### config.mk
export PLATFORM = sky130hd
export DESIGN_NAME = pc_unit
export DESIGN_NICKNAME = d
export VERILOG_FILES = /design/src/rtl/pc_unit.sv
export SDC_FILE = /design/constraint.sdc
export NUM_CORES = 1
export LEC_CHECK = 0
export CAP_MARGIN = 25
export CORE_MARGIN = 3
export CORE_UTILIZATION = 43
export DETAILED_ROUTE_END_ITERATION = 10
export PLACE_DENSITY = 0.88
export REMOVE_ABC_BUFFERS = 1
export SLEW_MARGIN = 30
export SYNTH_ARGS = -nofsm -noshare
export SYNTH_HDL_FRONTEND = slang
export SYNTH_SLANG_ARGS = --single-unit
### constraint.sdc
create_clock -name clk -period 4.09 [get_ports clk]
set_clock_uncertainty 0.15 [all_clocks]
set_input_delay 0.818 -clock clk [delete_from_list [all_inputs] [get_ports clk]]
set_output_delay 0.818 -clock clk [all_outputs]
set_load 0.1 [all_outputs]
### src/rtl/pc_unit.sv
// pc_unit: fetch-stage program counter.
// Holds the current fetch address and advances it when instruction memory
// accepts a fetch. Handles stall, branch/jump redirect with alignment check,
// trap entry, and a debug halt/resume state machine.
//
// States:
//   state | meaning
//   BOOT  | just out of reset, pc = RESET_VEC, no fetch issued yet
//   RUN   | live fetch: pc_valid = 1, pc advances / redirects
//   HALT  | debug halt: pc_valid = 0, pc frozen except redirect/trap
//
// Ports:
//   clk            rising-edge clock
//   rst            synchronous reset, active-high
//   stall          hold pc (hazard)
//   if_ready       instruction memory accepted the current fetch
//   redirect_valid branch/jump taken, target on redirect_addr
//   redirect_addr  branch/jump target
//   trap           exception/interrupt entry
//   halt_req       debug halt request
//   resume         debug resume request
//   pc             current fetch address (registered)
//   pc_valid       pc is a live fetch request
//   pc_seq         pc + STEP, wraps modulo 2^XLEN
//   misalign_err   one-cycle pulse after a rejected misaligned redirect
//   bad_addr       last rejected redirect target
//   halted         unit is in HALT
module pc_unit #(
    parameter int               XLEN      = 32,
    parameter logic [XLEN-1:0]  RESET_VEC = 32'h0000_0000,
    parameter logic [XLEN-1:0]  TRAP_VEC  = 32'h0000_0100,
    parameter int               STEP      = 4
) (
    input  logic            clk,
    input  logic            rst,
    input  logic            stall,
    input  logic            if_ready,
    input  logic            redirect_valid,
    input  logic [XLEN-1:0] redirect_addr,
    input  logic            trap,
    input  logic            halt_req,
    input  logic            resume,
    output logic [XLEN-1:0] pc,
    output logic            pc_valid,
    output logic [XLEN-1:0] pc_seq,
    output logic            misalign_err,
    output logic [XLEN-1:0] bad_addr,
    output logic            halted
);

    typedef enum logic [1:0] {
        ST_BOOT = 2'd0,
        ST_RUN  = 2'd1,
        ST_HALT = 2'd2
    } state_e;

    // STEP is 2 or 4, so the alignment test reduces to a low-bit mask.
    localparam logic [XLEN-1:0] STEP_INC   = XLEN'(STEP);
    localparam logic [XLEN-1:0] ALIGN_MASK = XLEN'(STEP - 1);

    state_e          state_q, state_d;
    logic [XLEN-1:0] pc_q, pc_d;
    logic            misalign_q, misalign_d;
    logic [XLEN-1:0] bad_addr_q, bad_addr_d;

    logic            redir_misaligned;
    logic [XLEN-1:0] redir_target;

    // Sequential next address; wraps naturally in XLEN bits.
    assign pc_seq = pc_q + STEP_INC;

    // A misaligned target is not followed; it is turned into a trap-vector
    // jump so the core lands in its exception handler.
    assign redir_misaligned = |(redirect_addr & ALIGN_MASK);
    assign redir_target     = redir_misaligned ? TRAP_VEC : redirect_addr;

    always_comb begin
        state_d    = state_q;
        pc_d       = pc_q;
        misalign_d = 1'b0;
        bad_addr_d = bad_addr_q;

        unique case (state_q)
            ST_BOOT: begin
                // First fetch goes out from RESET_VEC one cycle after release.
                state_d = ST_RUN;
            end

            ST_RUN: begin
                // Flushes (trap, redirect) beat halt and stall. A halt that
                // coincides with a flush waits for the next edge.
                if (trap) begin
                    pc_d = TRAP_VEC;
                end else if (redirect_valid) begin
                    pc_d = redir_target;
                    if (redir_misaligned) begin
                        misalign_d = 1'b1;
                        bad_addr_d = redirect_addr;
                    end
                end else if (halt_req) begin
                    state_d = ST_HALT;
                end else if (stall) begin
                    pc_d = pc_q;
                end else if (if_ready) begin
                    pc_d = pc_seq;
                end
            end

            ST_HALT: begin
                // if_ready is ignored: no fetch is outstanding while halted.
                if (trap) begin
                    state_d = ST_RUN;
                    pc_d    = TRAP_VEC;
                end else if (redirect_valid) begin
                    pc_d = redir_target;
                    if (redir_misaligned) begin
                        misalign_d = 1'b1;
                        bad_addr_d = redirect_addr;
                    end
                end else if (resume && !halt_req) begin
                    state_d = ST_RUN;
                end
            end

            default: begin
                state_d = ST_BOOT;
                pc_d    = RESET_VEC;
            end
        endcase
    end

    always_ff @(posedge clk) begin
        if (rst) begin
            state_q    <= ST_BOOT;
            pc_q       <= RESET_VEC;
            misalign_q <= 1'b0;
            bad_addr_q <= '0;
        end else begin
            state_q    <= state_d;
            pc_q       <= pc_d;
            misalign_q <= misalign_d;
            bad_addr_q <= bad_addr_d;
        end
    end

    assign pc           = pc_q;
    assign pc_valid     = (state_q == ST_RUN);
    assign halted       = (state_q == ST_HALT);
    assign misalign_err = misalign_q;
    assign bad_addr     = bad_addr_q;

endmodule

-- After elaboration in Yosys (flattened, before gate mapping)
Index checks and enable logic that the tools add are counted.
- bits in registers: 67
- bits of input ports: 40
- output and inout port bits: 99
- logic and storage cells: 46
- $add $sub $neg: 1
- equality and inequality tests: 11
- muxes and demuxes: 17
- bitwise operators: 4
- reductions and logical operators: 9
- operators by type and width (operator ; number):
    $mux W32 ; 8
    $pmux W32 S3 ; 1
    $add A32 B3 Y32 const B ; 1
    $mux W2 ; 6
    $ne A4 B4 Y1 const B ; 3
    $reduce_and A5 Y1 ; 2
    $ne A2 B2 Y1 const B ; 3
    $ne A3 B3 Y1 const B ; 2
    $pmux W2 S3 ; 1
    $not A1 Y1 ; 4
    $reduce_and A4 Y1 ; 1
    $reduce_or A2 Y1 ; 2
    $reduce_or A4 Y1 ; 1
    $ne A3 B2 Y1 const B ; 1
    $eq A2 B1 Y1 const B ; 1
    $eq A2 B2 Y1 const B ; 1
    $logic_not A2 Y1 ; 1
    $logic_and A1 B1 Y1 ; 1
    $logic_not A1 Y1 ; 1
    $mux W1 ; 1

-- Depth between registers and ports, before layout
- depth in word-level cells: 7
- gate-level depth with buffers: 9
- gate-level depth less buffers: 7

-- Least setup slack after synthesis
No wires, ideal clock.
- path type: reg-to-output
- from: register pc_q[16] (netlist: pc[16])
- to: output port pc_seq[22]
- data arrival time: 3.715 ns
- required time: 3.122 ns
- slack: -0.593 ns
- stages on the path, launching flop included: 6
- path buffers: 1
- path through: dfxtp_1 > buf_2 > nand4_1 > or4_4 > nor3_2 > xor2_1
- word-level cells in the longest chain between the ends: 1
- ends and longest elaborated chain (what ; RTL line ; text):
    from (decl) ; 62 ; logic [XLEN-1:0] pc_q, pc_d;
    from (signal assigned) ; 140 ; pc_q <= pc_d;
    $add A32 B3 Y32 ; 70 ; assign pc_seq = pc_q + STEP_INC;
    to (decl) ; 45 ; output logic [XLEN-1:0] pc_seq,
Every way passes these cells.

-- Final worst setup path
- from: register pc_q[7] (netlist: pc[7])
- to: output port pc_seq[27]
The elaborated chain is that of the path after synthesis.

==> results.tsv <==
stage	metric	value	unit
power	ir_worst_vdd	0.209	mV
sta	finalCritPeriodShare	88.4	%
sta	setup_tns	0	ns
drt	routedWlPerCell	17.0	um
place	hpwl	8390	um
global_routing	overflow	0	
die	rows	32	
die	die_w	96.9	um
synth	synth_edf_count	0	
drt	ant_nets	0	
sta	layout_min_cycle_time	3.62	ns
sta	max_slew.worst_pin.slew	1.01	ns
clock_network	postCtsSetupBuffers	0	
power	powerDensity	315	nW/um^2
worst_setup_path	critPathMaxStageDelay	0.68	ns
global_routing	grt_pass1_vias	3814	
synth	synth_area_leaders	dfxtp_1 38%, nand2_1 9.7%, a21oi_1 6.5%	
synth	synthArstFlopShare	0	%
global_routing	track_usage	24.6	%
clock_network	clock-root-buffer	clkbuf_8	
worst_setup_path	worst-setup-path-type	flip-flop to primary output	
die	core_area	7890	um^2
place	place.gp.congestion	0.876	
drt	vias	3796	
finish	area_growth	44.6	%
worst_setup_path	cp.arrival	2.65	ns
power	p_leak	1.90	nW
clock_network	clock_latency	0.36	ns
die	start_util	45.0	%
die	die_h	96.9	um
clock_network	ctsHoldBuffers	0	
clock_network	clock_path_buffers	2	
hold_path	worstHoldPathType	flip-flop to flip-flop	
place	io_buffer_count	138	
synth	netlist_area	3550	um^2
sta	slew-limit-headroom	32.3	%
finish	multi_input_area	2060	um^2
drt	wirelength	11400	um
synth	synth_top_area_share	37.8	%
synth	ys_types	55	
finish	fin_util	65.1	%
sta	final-setup-viol-count	0	
synth	yosys_most_used_dff	dfxtp_1	
sta	hold_viol	0	
clock_network	clk_pin_slew	0.08	ns
global_routing	grt_max_degree	38	
clock_network	cts_tree	built	
finish	finalNetCount	611	
worst_setup_path	slowest_stage	or4_4	
sta	max_freq	277	MHz
clock_network	clock_sinks	67	
sta	rsz0062_at_grt	no	
clock_network	post_cts_resized	0	
global_routing	grt_pass1_wl	19000	um
worst_setup_path	ff2ff_path_depth	8	
synth	synthCells	442	
worst_setup_path	crit_fanout	12	
finish	final-seq-area	1340	um^2
die	ioPinCount	139	
outcome	status	finished, final reports clean	
worst_setup_path	crit_path_end_kind	primary output	
worst_setup_path	worstPathCellList	nand4_2, or4_4, nor4_4, xor2_1, buf_4	
flow_run	maxCapViolations	0	
sta	drv_slew	0	
drt	first_iter_violations	313	
synth	yosysWarnings	0	
power	power.total	1.62	mW
synth	ys_ff_latch	67	
drt	drc	0	
drt	first_pass_iters	6	
worst_setup_path	start_kind	flip-flop	
finish	drive_above_1_share	12.3	%
finish	diodes	0	
finish	fill_cells	673	
synth	synth-seq-area-share	37.8	%
die	fp.dieArea	9390	um^2
clock_network	cts_inserted_buffers	9	
synth	avgSynthCellArea	8.04	um^2
worst_setup_path	cp.required	3.12	ns
hold_path	hold_depth	2	
synth	synth_area_leader_cell	dfxtp_1	
clock_network	cts_htree_levels	3	
global_routing	grt_antenna_before_repair	0	
drt	vias_per_cell	5.64	
worst max-delay path, delay by kind of cell, from the launching register on:
| kind | cells | cell delay, ns |
|---|---|---|
| simple gates | 3 | 1.32 |
| xor+xnor | 1 | 0.20 |
| buf+inv | 1 | 0.32 |
| flops | 1 | 0.46 |
cell families after synthesis:
logic type / synth area share, %
AND/OR/NAND/NOR: 29.0
AO/OA/AOI/OAI: 19.8
flip-flops: 37.8
adder cells (fa/ha/maj): 1.76
buffers and inverters: 4.68
XOR/XNOR: 6.41
multiplexers: 0.564
final cells by class:
class | count | area share (%)
Multi-Input combinational cell | 335 | 40.1
Timing Repair Buffer | 144 | 26.3
Sequential cell | 67 | 26.1
Clock buffer | 10 | 2.68
Tap cell | 102 | 2.49
Clock inverter | 6 | 1.73
Inverter | 9 | 0.658
stage by stage:
| step | cell area, um^2 | instances | worst slack (ns) | hold slack [ns] |
|---|---|---|---|---|
| 6_report | 5130 | 673 | 0.474 | 0.305 |
| 5_1_grt | 5130 | 673 | 0.357 | 0.319 |
| 4_1_cts | 5130 | 673 | 0.468 | 0.306 |
| 3_5_place_dp | 4910 | 657 | 0.799 | 0.298 |
| 3_3_place_gp | 4910 | 657 | 0.902 | 0.292 |
| 2_1_floorplan | 3420 | 411 | -0.723 | 0.310 |
path summary, 6_finish.rpt:
check | start | end | slack, ns
setup / recovery | pc[7] | pc_seq[27] | 0.47
hold / removal | bad_addr[9] | bad_addr[9] | 0.30
setup reg to reg | state_q[1] | pc[29] | 1.44
hold reg to reg | bad_addr[9] | bad_addr[9] | 0.30
placed cells by master (no fill, tap or decap), drive strengths merged, types with 4 or more instances in the layout:
master,count
ha,5
and2,5
o21ai,19
or3,5
and3,4
xnor2,13
clkdlybuf4s50,108
a22o,5
nand2,92
clkbuf,10
nor3,15
inv,9
a21oi,46
nor4,11
nand4,7
a221o,6
buf,36
nor2,20
xor2,13
a22oi,15
nand3,15
dfxtp,67
routing by layer:
layer  share of wire (%)  track usage, %
met5                   0               0
met4                 2.0            10.4
met3                 9.0            6.92
met2                  48            40.8
met1                  41            29.8
report_power, final:
group          total (mW)  internal, mW  switching (mW)
clock network       0.632         0.360           0.272
registers           0.675         0.665         0.00914
logic               0.309        0.0926           0.216
cells in the mapped netlist, drive strengths merged (3+ instances only):
library cell and number:
buf 11, and3 4, nor3 15, nor4 11, nor2b 3, xor2 13, a22oi 15, xnor2 13
and4 3, clkbuf 20, o21ai 19, dfxtp 67, nor2 20, or3 5, a21oi 46, a221o 6
nand3 15, and2 5, ha 5, a22o 5, a21o 3, a222oi 3, nand4 7, nand2 92
inv 9
state kept, by name, summed over array words and instances, names as in the netlist:
| register | cells |
|---|---|
| pc | 32 |
| misalign_err | 1 |
| state_q | 2 |
| bad_addr | 32 |
Power figures use the tool's default switching activity.
